## config.mk

```make
export PLATFORM = sky130hd
export DESIGN_NAME = adaline_neuron
export DESIGN_NICKNAME = d
export VERILOG_FILES = /design/src/rtl/adaline_pkg.sv /design/src/rtl/weight_bank.sv /design/src/rtl/adaline_neuron.sv
export SDC_FILE = /design/constraint.sdc
export NUM_CORES = 1
export LEC_CHECK = 0
export ABC_AREA = 1
export CAP_MARGIN = 20
export CORE_MARGIN = 2
export CORE_UTILIZATION = 55
export CTS_CLUSTER_DIAMETER = 100
export DETAILED_ROUTE_END_ITERATION = 8
export GPL_ROUTABILITY_DRIVEN = 1
export PLACE_DENSITY = 0.74
export SYNTH_ARGS = -nofsm -noshare
export SYNTH_HDL_FRONTEND = slang
export SYNTH_SLANG_ARGS = --single-unit
```

## constraint.sdc

```tcl
create_clock -name clk -period 4.1 [get_ports clk]
set_input_delay 0.41 -clock clk [delete_from_list [all_inputs] [get_ports clk]]
set_output_delay 0.41 -clock clk [all_outputs]
set_load 0.01 [all_outputs]
```

## src/rtl/adaline_pkg.sv

```systemverilog
// Shared types and arithmetic helpers for the ADALINE forward/update datapath.
package adaline_pkg;

    localparam int W_W       = 4;
    localparam int ACC_MAX_W = 16;

    typedef enum logic [1:0] {
        IDLE,
        ACCUM,
        SEND,
        UPDATE
    } state_t;

    function automatic logic signed [W_W-1:0] sat_add(
        input logic signed [W_W-1:0] a,
        input logic signed [W_W-1:0] b
    );
        logic signed [W_W:0] s;
        s = {a[W_W-1], a} + {b[W_W-1], b};
        // Overflow shows up as the two top bits disagreeing; the carry bit gives the direction.
        if (s[W_W] != s[W_W-1]) begin
            return s[W_W] ? {1'b1, {(W_W-1){1'b0}}} : {1'b0, {(W_W-1){1'b1}}};
        end
        return s[W_W-1:0];
    endfunction

    function automatic logic [W_W-1:0] clamp_u(input logic signed [ACC_MAX_W-1:0] a);
        if (a[ACC_MAX_W-1]) begin
            return '0;
        end
        if (a[ACC_MAX_W-2:W_W] != '0) begin
            return '1;
        end
        return a[W_W-1:0];
    endfunction

endpackage

```

## src/rtl/weight_bank.sv

```systemverilog
// Per-pixel signed weight register file: one saturating-add write port, two combinational reads.
module weight_bank
    import adaline_pkg::*;
#(
    parameter int                    N_PIX  = 9,
    parameter int                    W_W    = 4,
    parameter logic signed [W_W-1:0] W_INIT = '0,
    parameter int                    IDX_W  = $clog2(N_PIX)
) (
    input  logic                    clk,
    input  logic                    rst,
    input  logic                    wr_en,
    input  logic [IDX_W-1:0]        wr_idx,
    input  logic signed [W_W-1:0]   wr_dw,
    input  logic [IDX_W-1:0]        rd_a_idx,
    output logic signed [W_W-1:0]   rd_a_data,
    input  logic [IDX_W-1:0]        rd_b_idx,
    output logic signed [W_W-1:0]   rd_b_data
);

    logic signed [W_W-1:0] w [N_PIX];

    always_ff @(posedge clk) begin
        if (rst) begin
            for (int unsigned i = 0; i < N_PIX; i++) begin
                w[IDX_W'(i)] <= W_INIT;
            end
        end else if (wr_en && (int'(wr_idx) < N_PIX)) begin
            w[wr_idx] <= sat_add(w[wr_idx], wr_dw);
        end
    end

    always_comb begin
        rd_a_data = '0;
        if (int'(rd_a_idx) < N_PIX) begin
            rd_a_data = w[rd_a_idx];
        end
    end

    always_comb begin
        rd_b_data = '0;
        if (int'(rd_b_idx) < N_PIX) begin
            rd_b_data = w[rd_b_idx];
        end
    end

endmodule

```

## src/rtl/adaline_neuron.sv

```systemverilog
// ADALINE neuron: accumulates masked weights, streams the clamped output MSB-first,
// then applies the returned per-pixel deltas with saturation.
module adaline_neuron
    import adaline_pkg::*;
#(
    parameter int                    N_PIX  = 9,
    parameter int                    W_W    = 4,
    parameter logic signed [W_W-1:0] W_INIT = '0
) (
    input  logic                       clk,
    input  logic                       rst,
    input  logic                       frame_valid,
    output logic                       frame_ready,
    input  logic [N_PIX-1:0]           pix_vec,
    input  logic                       learn_en,
    output logic                       y_ser,
    output logic                       y_start,
    input  logic                       dw_valid,
    input  logic signed [W_W-1:0]      dw,
    output logic                       busy,
    input  logic [$clog2(N_PIX)-1:0]   w_rd_idx,
    output logic signed [W_W-1:0]      w_rd_data
);

    localparam int IDX_W = $clog2(N_PIX);
    localparam int ACC_W = W_W + $clog2(N_PIX + 1);
    localparam int K_W   = $clog2(W_W);
    localparam logic [IDX_W-1:0] LAST_IDX = IDX_W'(N_PIX - 1);
    localparam logic [K_W-1:0]   LAST_K   = K_W'(W_W - 1);

    state_t state, state_next;

    logic [N_PIX-1:0]        pix_reg;
    logic                    learn_reg;
    logic signed [ACC_W-1:0] acc, acc_next, term;
    logic [IDX_W-1:0]        idx;
    logic [K_W-1:0]          k;
    logic [W_W-1:0]          y_sat;
    logic signed [W_W-1:0]   w_acc;
    logic                    wr_en;

    assign frame_ready = (state == IDLE);
    assign busy        = (state != IDLE);
    // idx doubles as the update index, so the write port and ACCUM read share it.
    assign wr_en       = (state == UPDATE) && dw_valid && pix_reg[idx];

    weight_bank #(
        .N_PIX  (N_PIX),
        .W_W    (W_W),
        .W_INIT (W_INIT),
        .IDX_W  (IDX_W)
    ) u_bank (
        .clk       (clk),
        .rst       (rst),
        .wr_en     (wr_en),
        .wr_idx    (idx),
        .wr_dw     (dw),
        .rd_a_idx  (idx),
        .rd_a_data (w_acc),
        .rd_b_idx  (w_rd_idx),
        .rd_b_data (w_rd_data)
    );

    always_comb begin
        term = '0;
        if (pix_reg[idx]) begin
            term = ACC_W'(w_acc);
        end
        acc_next = acc + term;
    end

    always_ff @(posedge clk) begin
        if (rst) begin
            state <= IDLE;
        end else begin
            state <= state_next;
        end
    end

    always_comb begin
        state_next = state;
        case (state)
            IDLE:   if (frame_valid) state_next = ACCUM;
            ACCUM:  if (idx == LAST_IDX) state_next = SEND;
            SEND:   if (k == LAST_K) state_next = learn_reg ? UPDATE : IDLE;
            UPDATE: if (dw_valid && idx == LAST_IDX) state_next = IDLE;
            default: state_next = IDLE;
        endcase
    end

    always_ff @(posedge clk) begin
        if (rst) begin
            pix_reg   <= '0;
            learn_reg <= 1'b0;
            acc       <= '0;
            idx       <= '0;
            k         <= '0;
            y_sat     <= '0;
            y_ser     <= 1'b0;
            y_start   <= 1'b0;
        end else begin
            y_ser   <= 1'b0;
            y_start <= 1'b0;
            case (state)
                IDLE: begin
                    if (frame_valid) begin
                        pix_reg   <= pix_vec;
                        learn_reg <= learn_en;
                        acc       <= '0;
                        idx       <= '0;
                    end
                end
                ACCUM: begin
                    acc <= acc_next;
                    if (idx == LAST_IDX) begin
                        y_sat <= clamp_u(ACC_MAX_W'(acc_next));
                        k     <= '0;
                        idx   <= '0;
                    end else begin
                        idx <= idx + 1'b1;
                    end
                end
                SEND: begin
                    y_start <= 1'b1;
                    y_ser   <= y_sat[LAST_K - k];
                    k       <= k + 1'b1;
                end
                UPDATE: begin
                    if (dw_valid) begin
                        idx <= (idx == LAST_IDX) ? '0 : idx + 1'b1;
                    end
                end
                default: ;
            endcase
        end
    end

endmodule

```

==> results.sh, run 1 <==
export IMPL_hold_depth=2
export IMPL_min_delay_start="pix_reg[6]$_SDFFE_PP0P_"
export IMPL_drive_gt1_share_pct=6.93
export IMPL_synthAdderAreaFrac_pct=4.14
export IMPL_worstPathMaxFanout=34
export IMPL_start_util_pct=56.5
export IMPL_synthArstFlopShare_pct=0
export IMPL_powerDensity_nw_per_um2=568
export IMPL_synth_most_common_cell="nor2_1"
export IMPL_synth_mux_area_share_pct=0.386
export IMPL_max_freq_mhz=278
export IMPL_antenna_cells=0
export IMPL_final_nets=697
export IMPL_timing_rr_end="u_bank.w[3][1]$_SDFFCE_PN0P_"
export IMPL_wl_per_cell_microns=15.1
export IMPL_ios=30
export IMPL_hold_viol_final=0
export IMPL_synth_edf_count=64
export IMPL_rsz0062_at_grt="no"
export IMPL_tightest_slew_ps=973
export IMPL_hpwl_microns=8640
export IMPL_slowest_delay_ps=390
export IMPL_wirelength_microns=11700
export IMPL_clockBufferDepth=2
export IMPL_ys_warn_count=0
export IMPL_largest_reg_flops=64
export IMPL_timing_hold_worst_endpoint="pix_reg[6]$_SDFFE_PP0P_"
export IMPL_status="complete, no violations"
export IMPL_p_leak_nw=2.38
export IMPL_fin_tns_setup_ps=0
export IMPL_synthFlopType="edfxtp_1"
export IMPL_rows=35
export IMPL_synth_seq_cells=100
export IMPL_grt_max_degree=35
export IMPL_vdd_ir_drop_max_mv=0.336
export IMPL_whs_ps=458
export IMPL_end_kind="register"
export IMPL_synth_top_area_share_pct=37.0
export IMPL_fp_dieH_microns=101
export IMPL_io_buffers=29
export IMPL_root_buffer="clkbuf_8"
export IMPL_slew_viol_final=0
export IMPL_final_setup_viol_count=0
export IMPL_ys_types=40
export IMPL_final_min_clock_period_ps=3590
export IMPL_cts_tree="done"
export IMPL_first_iter_violations=365
export IMPL_h_tree_depth=3
export IMPL_synth_compound_area_share_pct=14.7
export IMPL_yosys_area_top_type="edfxtp_1"
export IMPL_grt_overflow_total=0
export IMPL_seq_area_frac_synth_pct=50.9
export IMPL_cp_buffers_inverters=5
export IMPL_worst_slew_margin_rel_pct=34.7
export IMPL_grt_pass1_vias=3911
export IMPL_die_w_microns=101
export IMPL_coreArea_sq_um=9200
export IMPL_cts_resized=0
export IMPL_reg2regPathDepth=17
export IMPL_cts_hold_buf=0
export IMPL_firstDrtPassIters=5
export IMPL_finalClockSkew_ps=16.3
export IMPL_cts_setup_buffers=0
export IMPL_clk_pin_slew_worst_paths_ps=100
export IMPL_drcViolationCount=0
export IMPL_synth_xor_xnor_area_share_pct=0.843
export IMPL_slowest_stage="fa_1"
export IMPL_crit_chain="buf_4 -> o21ai_0 -> o221ai_1 -> nand3_1 -> nand2_1 -> ha_1 -> inv_1 -> fa_1 -> or2_1 -> o21a_1 -> xnor2_1 -> inv_1 -> nor2_1 -> inv_1 -> o21ai_2 -> inv_2 -> nor2_1"
export IMPL_ys_top_cells_by_count="112 x nor2_1, 101 x nand2_1, 70 x inv_1"
export IMPL_gp_congestion=1.03
export IMPL_cap_violations=0
export IMPL_cp_common_cell="inv_1"
export IMPL_numClockSinks=100
export IMPL_vias=4264
export IMPL_r2r_setup_slack_ps=510
export IMPL_path_class="register to register"
export IMPL_antenna_found_initial=0
export IMPL_seqCellArea_sq_um=2640
export IMPL_utilization_pct=63.2
export IMPL_cp_arrival_ps=3820
export IMPL_dieArea_sq_um=10200
export IMPL_syn_inst=618
export IMPL_fill_cells=805
export IMPL_cts_buffers=9
export IMPL_clkLatencyLatePin_ps=370
export IMPL_grt_pass1_wl_microns=18600
export IMPL_synth_top_family_by_area="simple AND/OR/NAND/NOR gates"
export IMPL_synthTopCellsByArea="edfxtp_1 37%, dfxtp_1 14%, nor2_1 8.1%"
export IMPL_timing_final_crit_share_pct=87.7
export IMPL_vias_per_cell=5.50
export IMPL_ant_nets=0
export IMPL_critical_path_top_delay_family="simple AND/OR/NAND/NOR gates"
export IMPL_yosys_area_share_simple_pct=21.7
export IMPL_areaGrowthSynthToFinish_pct=11.9
export IMPL_multi_input_area_sq_um=2240
export IMPL_cp_start_kind="register"
export IMPL_critPathRequiredTime_ps=4320
export IMPL_syn_area_sq_um=5190
export IMPL_min_path_type="register to register"
export IMPL_syn_avg_cell_area_sq_um=8.40
export IMPL_grt_use_total_pct=23.6
==> worst max path at each step <==
stage / slack, ps / endpoint / startpoint / depth (start not counted)
CTS: 230 / u_bank.w[3][1]$_SDFFCE_PN0P_ / register / 17
global placement: 400 / u_bank.w[8][1]$_SDFFCE_PN0P_ / register / 14
floorplan: 630 / u_bank.w[10][2]$_DFFE_PP_ / register / 17
global route: 180 / u_bank.w[1][1]$_SDFFCE_PN0P_ / register / 17
detailed placement: 290 / u_bank.w[3][1]$_SDFFCE_PN0P_ / register / 14
finish: 510 / u_bank.w[3][1]$_SDFFCE_PN0P_ / register / 17
==> layout make-up <==
cell class	instances	share of cell area, %
clock inverters	7	0.840
flip-flops and latches	100	45.5
well taps	111	2.39
multi-input cells	438	38.5
clock buffers	9	2.13
inverters	75	4.93
repair buffers	35	5.77
==> stage by stage <==
stage | cells | total power [mW] | cell area (sq um) | setup WS [ps]
after floorplan | 633 | 2.33 | 5250 | 627
after global placement | 759 | 2.69 | 5630 | 402
after detailed placement | 759 | 2.72 | 5630 | 292
after CTS | 775 | 3.28 | 5800 | 234
after global routing | 775 | 3.52 | 5810 | 180
final | 775 | 3.30 | 5810 | 506
==> metal layers <==
layer,vias to the layer above,track usage (%),routed length [microns]
met4,0,6.03,180
li1,2150,-,-
met1,1949,32.0,5170
met5,-,0,0
met2,147,39.9,5610
met3,18,3.80,743
==> cells by family (layout without fill, tap and decap cells) <==
family                   after synthesis  count (layout)
adder cells (fa/ha/maj)               16              16
multiplexers                           2               2
other                                  1              16
buffers and inverters                 95             126
XOR/XNOR                               5               5
AO/OA/AOI/OAI                        132             132
flip-flops                           100             100
AND/OR/NAND/NOR                      267             267
==> layout by cell type (no fill, tap or decap), types with 2 or more instances in the layout <==
cell,instances
o21ai_0,63
nand2_2,6
mux2i_1,2
a21oi_1,28
nand3_2,3
a21oi_2,5
nand3_1,30
o22ai_1,9
fa_1,2
nand2_4,2
conb_1,16
clkdlybuf4s50_1,29
clkinv_2,3
nor2_1,112
a31oi_1,3
xor2_1,4
o21bai_1,2
edfxtp_1,64
inv_6,3
clkbuf_8,9
o21a_1,2
o211ai_1,5
inv_2,3
clkinvlp_4,2
nand2_1,101
ha_1,14
o221ai_1,11
nand4_1,8
inv_1,69
dfxtp_1,36
buf_4,6
==> worst register-to-register path, stage by stage (launching register included) <==
cell and delay [ps]:
dfxtp_1 350, buf_4 320, o21ai_0 130, o221ai_1 220, nand3_1 140, nand2_1 90, ha_1 170, inv_1 60
fa_1 390, or2_1 260, o21a_1 200, xnor2_1 250, inv_1 120, nor2_1 190, inv_1 80, o21ai_2 160
inv_2 190, nor2_1 140
==> power breakdown <==
part	total, mW	leakage [nW]	switching [mW]	internal, mW
registers	1.41	0.931	0.0831	1.33
logic	1.32	1.36	0.911	0.407
clock network	0.570	0.0863	0.347	0.223
total	3.30	2.38	1.34	1.96
Note: power is estimated with default switching activity, not from simulation.
==> run 2, diff against run 1 <==
--- a/config.mk
+++ b/config.mk
@@ -13,6 +13,7 @@
 export DETAILED_ROUTE_END_ITERATION = 8
 export GPL_ROUTABILITY_DRIVEN = 1
 export PLACE_DENSITY = 0.74
+export REMOVE_ABC_BUFFERS = 1
 export SYNTH_ARGS = -nofsm -noshare
 export SYNTH_HDL_FRONTEND = slang
 export SYNTH_SLANG_ARGS = --single-unit
==> run 2 against run 1 <==
  * Via count rose by 2.4%
  * Count of clock-buffer cells in the layout did not move
  * Worst setup slack got worse by 240 ps
  * Global-route usage rose by 1.7 points
  * Cell area rose by 0.32%
  * Total power rose by 2.0%
  * Cell count did not move
  * Sequential power barely moved
  * Maximum frequency fell by 6.3%
  * Utilization rose by 0.20 points
  * Critical endpoint is now u_bank.w[8][1]$_SDFFCE_PN0P_
==> results.sh, run 2 (synthesis results as in run 1) <==
export IMPL_status="complete, no violations"
export IMPL_cts_setup_buffers=0
export IMPL_rows=35
export IMPL_cp_buffers_inverters=4
export IMPL_first_iter_violations=263
export IMPL_layout_common_cells="112 x nor2_1, 101 x nand2_1, 70 x inv_1"
export IMPL_die_w_microns=101
export IMPL_antenna_found_initial=0
export IMPL_io_buffers=29
export IMPL_worst_slew_margin_rel_pct=43.9
export IMPL_cts_buffers=9
export IMPL_wirelength_microns=12000
export IMPL_finalClockSkew_ps=9.57
export IMPL_clkLatencyLatePin_ps=370
export IMPL_fp_dieH_microns=101
export IMPL_cap_violations=0
export IMPL_powerDensity_nw_per_um2=578
export IMPL_path_class="register to register"
export IMPL_grt_use_total_pct=25.3
export IMPL_firstDrtPassIters=5
export IMPL_slowest_delay_ps=370
export IMPL_vias_per_cell=5.63
export IMPL_hold_viol_final=0
export IMPL_cts_hold_buf=0
export IMPL_cp_arrival_ps=4050
export IMPL_fin_cells=775
export IMPL_dieArea_sq_um=10200
export IMPL_start_util_pct=56.5
export IMPL_timing_final_crit_share_pct=93.5
export IMPL_fin_tns_setup_ps=0
export IMPL_critical_path_top_delay_family="simple AND/OR/NAND/NOR gates"
export IMPL_clk_pin_slew_worst_paths_ps=90
export IMPL_end_kind="register"
export IMPL_layout_cells_most_common="nor2_1"
export IMPL_tightest_slew_ps=835
export IMPL_crit_chain="inv_1 -> o21ai_0 -> o221ai_1 -> nand3_1 -> nand2_1 -> ha_1 -> inv_1 -> fa_1 -> or2_1 -> o21a_1 -> nor2_1 -> a21oi_1 -> nor2_1 -> inv_1 -> o21ai_0 -> inv_2 -> nor2_1"
export IMPL_h_tree_depth=3
export IMPL_fill_cells=800
export IMPL_final_setup_viol_count=0
export IMPL_grt_pass1_wl_microns=20000
export IMPL_final_nets=698
export IMPL_cp_start_kind="register"
export IMPL_ant_nets=0
export IMPL_final_min_clock_period_ps=3830
export IMPL_power_mw=3.37
export IMPL_vdd_ir_drop_max_mv=0.343
export IMPL_utilization_pct=63.4
export IMPL_largest_reg_flops=64
export IMPL_grt_max_degree=31
export IMPL_drcViolationCount=0
export IMPL_areaGrowthSynthToFinish_pct=12.3
export IMPL_numClockSinks=100
export IMPL_seqCellArea_sq_um=2640
export IMPL_numPlacedInstances=760
export IMPL_p_leak_nw=2.39
export IMPL_wl_per_cell_microns=15.5
export IMPL_root_buffer="clkbuf_8"
export IMPL_antenna_cells=0
export IMPL_hpwl_microns=9120
export IMPL_gp_congestion=0.953
export IMPL_slowest_stage="fa_1"
export IMPL_slew_viol_final=0
export IMPL_rsz0062_at_grt="no"
export IMPL_grt_pass1_vias=4245
export IMPL_min_delay_start="pix_reg[3]$_SDFFE_PP0P_"
export IMPL_min_path_type="register to register"
export IMPL_coreArea_sq_um=9200
export IMPL_ios=30
export IMPL_cts_resized=0
export IMPL_vias=4366
export IMPL_clockBufferDepth=2
export IMPL_cts_tree="done"
export IMPL_grt_overflow_total=0
export IMPL_drive_gt1_share_pct=6.48
export IMPL_critPathRequiredTime_ps=4320
export IMPL_max_freq_mhz=261
export IMPL_worstPathMaxFanout=16
export IMPL_multi_input_area_sq_um=2230
## run 2: power by group
group,internal (mW),switching (mW)
Sequential,1.33,0.0875
Clock,0.287,0.356
Combinational,0.403,0.903
Total,2.02,1.35
## run 2: final cells by class
type	instances	area share [%]
multi-input combinational	438	38.2
clock inverter	6	1.24
timing repair buffer	36	5.88
clock buffer	9	2.12
sequential	100	45.3
tap	111	2.38
inverter	75	4.83
## run 2: metal layers
| metal | part of all wire, % | global-route usage, % | vias up |
|---|---|---|---|
| met5 | 0 | 0 | - |
| met4 | 2.2 | 8.73 | 0 |
| met3 | 5.7 | 4.14 | 28 |
| met2 | 48 | 42.9 | 123 |
| met1 | 44 | 33.0 | 2069 |
| li1 | - | - | 2146 |
## run 2: worst reg2reg max path: stages (launching register included)
cell      delay [ps]
dfxtp_1          320
inv_1            350
o21ai_0          170
o221ai_1         220
nand3_1          180
nand2_1          110
ha_1             170
inv_1             60
fa_1             370
or2_1            260
o21a_1           200
nor2_1           110
a21oi_1          160
nor2_1           280
inv_1             60
o21ai_0          290
inv_2            210
nor2_1           160
## run 2: worst paths after layout
path / end / slack (ps) / cells past startpoint
setup / recovery: u_bank.w[8][1]$_SDFFCE_PN0P_ / 270 / 17
hold / removal: pix_reg[3]$_SDFFE_PP0P_ / 460 / 2
setup reg to reg: u_bank.w[8][1]$_SDFFCE_PN0P_ / 270 / 17
hold reg to reg: pix_reg[3]$_SDFFE_PP0P_ / 460 / 2
## run 2: per-stage QoR
step | hold slack, ps | worst slack [ps] | area [sq um]
detailed placement | 448 | 403 | 5630
global route | 492 | 5.29 | 5830
floorplan | 431 | 388 | 5150
finish | 459 | 266 | 5830
global placement | 447 | 629 | 5630
CTS | 464 | 364 | 5830
==> RTL edit (flow settings as in run 2) <==
`N_PIX` is set to 9 in 2 places; all go to 18.
--- a/src/rtl/weight_bank.sv
+++ b/src/rtl/weight_bank.sv
@@ -3,5 +3,5 @@
     import adaline_pkg::*;
 #(
-    parameter int                    N_PIX  = 9,
+    parameter int                    N_PIX  = 18,
     parameter int                    W_W    = 4,
     parameter logic signed [W_W-1:0] W_INIT = '0,
--- a/src/rtl/adaline_neuron.sv
+++ b/src/rtl/adaline_neuron.sv
@@ -4,5 +4,5 @@
     import adaline_pkg::*;
 #(
-    parameter int                    N_PIX  = 9,
+    parameter int                    N_PIX  = 18,
     parameter int                    W_W    = 4,
     parameter logic signed [W_W-1:0] W_INIT = '0
Interface: changed (resized pix_vec and w_rd_idx); port bits go from 30 to 40. No check against the original RTL was run, so the function may have changed too.
==> RTL edit against run 2 <==
Clock power rose to 2.5 times the old value. Worst setup slack improved by 0.059 ns. Via count rose by 75%. Combinational power fell by 7%. Area after synthesis rose by 70%. Cell area rose by 77%. Routed wire length rose by 82%. Total power rose by 47%. Sequential power rose by 49%. Synthesized cell count rose by 68%. Sequential cell count rose by 76.
==> RTL edit: results (changes against run 2) <==
Run status
  – Status: finished clean

Route
  – Metal-1 WL: 9.00 mm (+71%)
  – Met2 WL post-DR: 10.1 mm (+75%)
  – Metal3 WL: 2.20 mm (+220%)
  – DRT iter0 DRCs: 774 (+190%)
  – WL final: 21.8 mm (+82%)
  – Via count: 7659 (+75%)

Critical path
  – CP Max Fanout: 28 (+12)
  – Reg-to-reg slack, setup: 0.33 ns (+0.06 ns)
  – CP delay by family, top: compound AO/OA/AOI/OAI gates
  – Arrival @ worst endpoint: 3.94 ns (-0.11 ns)
  – Reg2reg path depth: 16 (-1)
  – Crit-path max cell delay: 0.46 ns (+0.09 ns)

Global route
  – Pin count of the biggest net entering global routing: 42 (+35%)
  – Met2 global-route usage: 0.430 (+0.000702)
  – Grt met1 use: 0.362 (+0.0317)
  – First-pass GRT wire length: 34.9 mm (+74%)
  – Met3 Usage GRT: 0.0554 (+0.0140)

Placed design
  – Final estimated routing congestion in global placement: 0.972 (+1.9%)
  – IO Port Bufs: 39 (+34%)
  – Placed instance count: 1326 (+74%)
  – Placed cell area: 9710 um^2 (+72%)

Power
  – P_clk: 1.62 mW (+150%)
  – Switching Share: 0.328 (-0.0717)
  – Peak supply drop: 0.381 mV (+11%)
  – Pleak: 4.10 nW (+71%)

Cells and area
  – Number of flip-flops in the largest register: 128 (+100%)

Synthesis
  – Commonest cells post-synth: nor2_1, nand2_1, edfxtp_1
  – Synth top area cells: edfxtp_1, dfxtp_1, nor2_1
  – Number of synthesized flops with an enable pin: 128 (+100%)
  – Register area share after synthesis: 0.544 (+0.0352)
  – Synth Area per Inst: 8.48 um^2 (+0.95%)

Min path
  – HP Start: acc[0]
  – Hold Path End: acc[0]

CTS
  – Clock buffer count from CTS: 17 (+8)
  – CTS H-tree depth: 4 (+1)
  – Worst skew pair latency: 0.43 ns (+0.06 ns)

Timing
  – Layout Skew: 0.00943 ns (-0.000140 ns)
  – Slew @ Worst Pin: 0.760 ns (-0.0749 ns)
  – Hold slack: 0.469 ns (+0.00986 ns)
  – Min Tclk post-route: 3.77 ns (-0.0593 ns)
-- RTL edit: repair_timing --
action,in CTS,in global routing
setup buffers,0,1
resized for setup,0,2
hold buffers,0,0
hold endpoints to repair,0,0
endpoints found under the setup margin,0,25
-- RTL edit: kinds of logic (layout without fill, tap and decap cells) --
kind of cell	Yosys count	in the layout	share of synthesized area
simple gates	516	516	0.237
compound gates	209	209	0.139
flops	176	176	0.544
buf+inv	121	168	0.0543
fa+ha+maj	13	13	0.0201
xor+xnor	4	4	0.00397
other cells	1	56	0.000425
mux	1	1	0.00113
-- RTL edit: area by class of cell --
| type | count | area [um^2] |
|---|---|---|
| flip-flops and latches | 176 | 4810 |
| inverters | 68 | 259 |
| fillers | 1350 | 5450 |
| clock inverters | 14 | 166 |
| repair buffers | 68 | 633 |
| well taps | 216 | 270 |
| clock buffers | 18 | 429 |
| multi-input cells | 799 | 3760 |
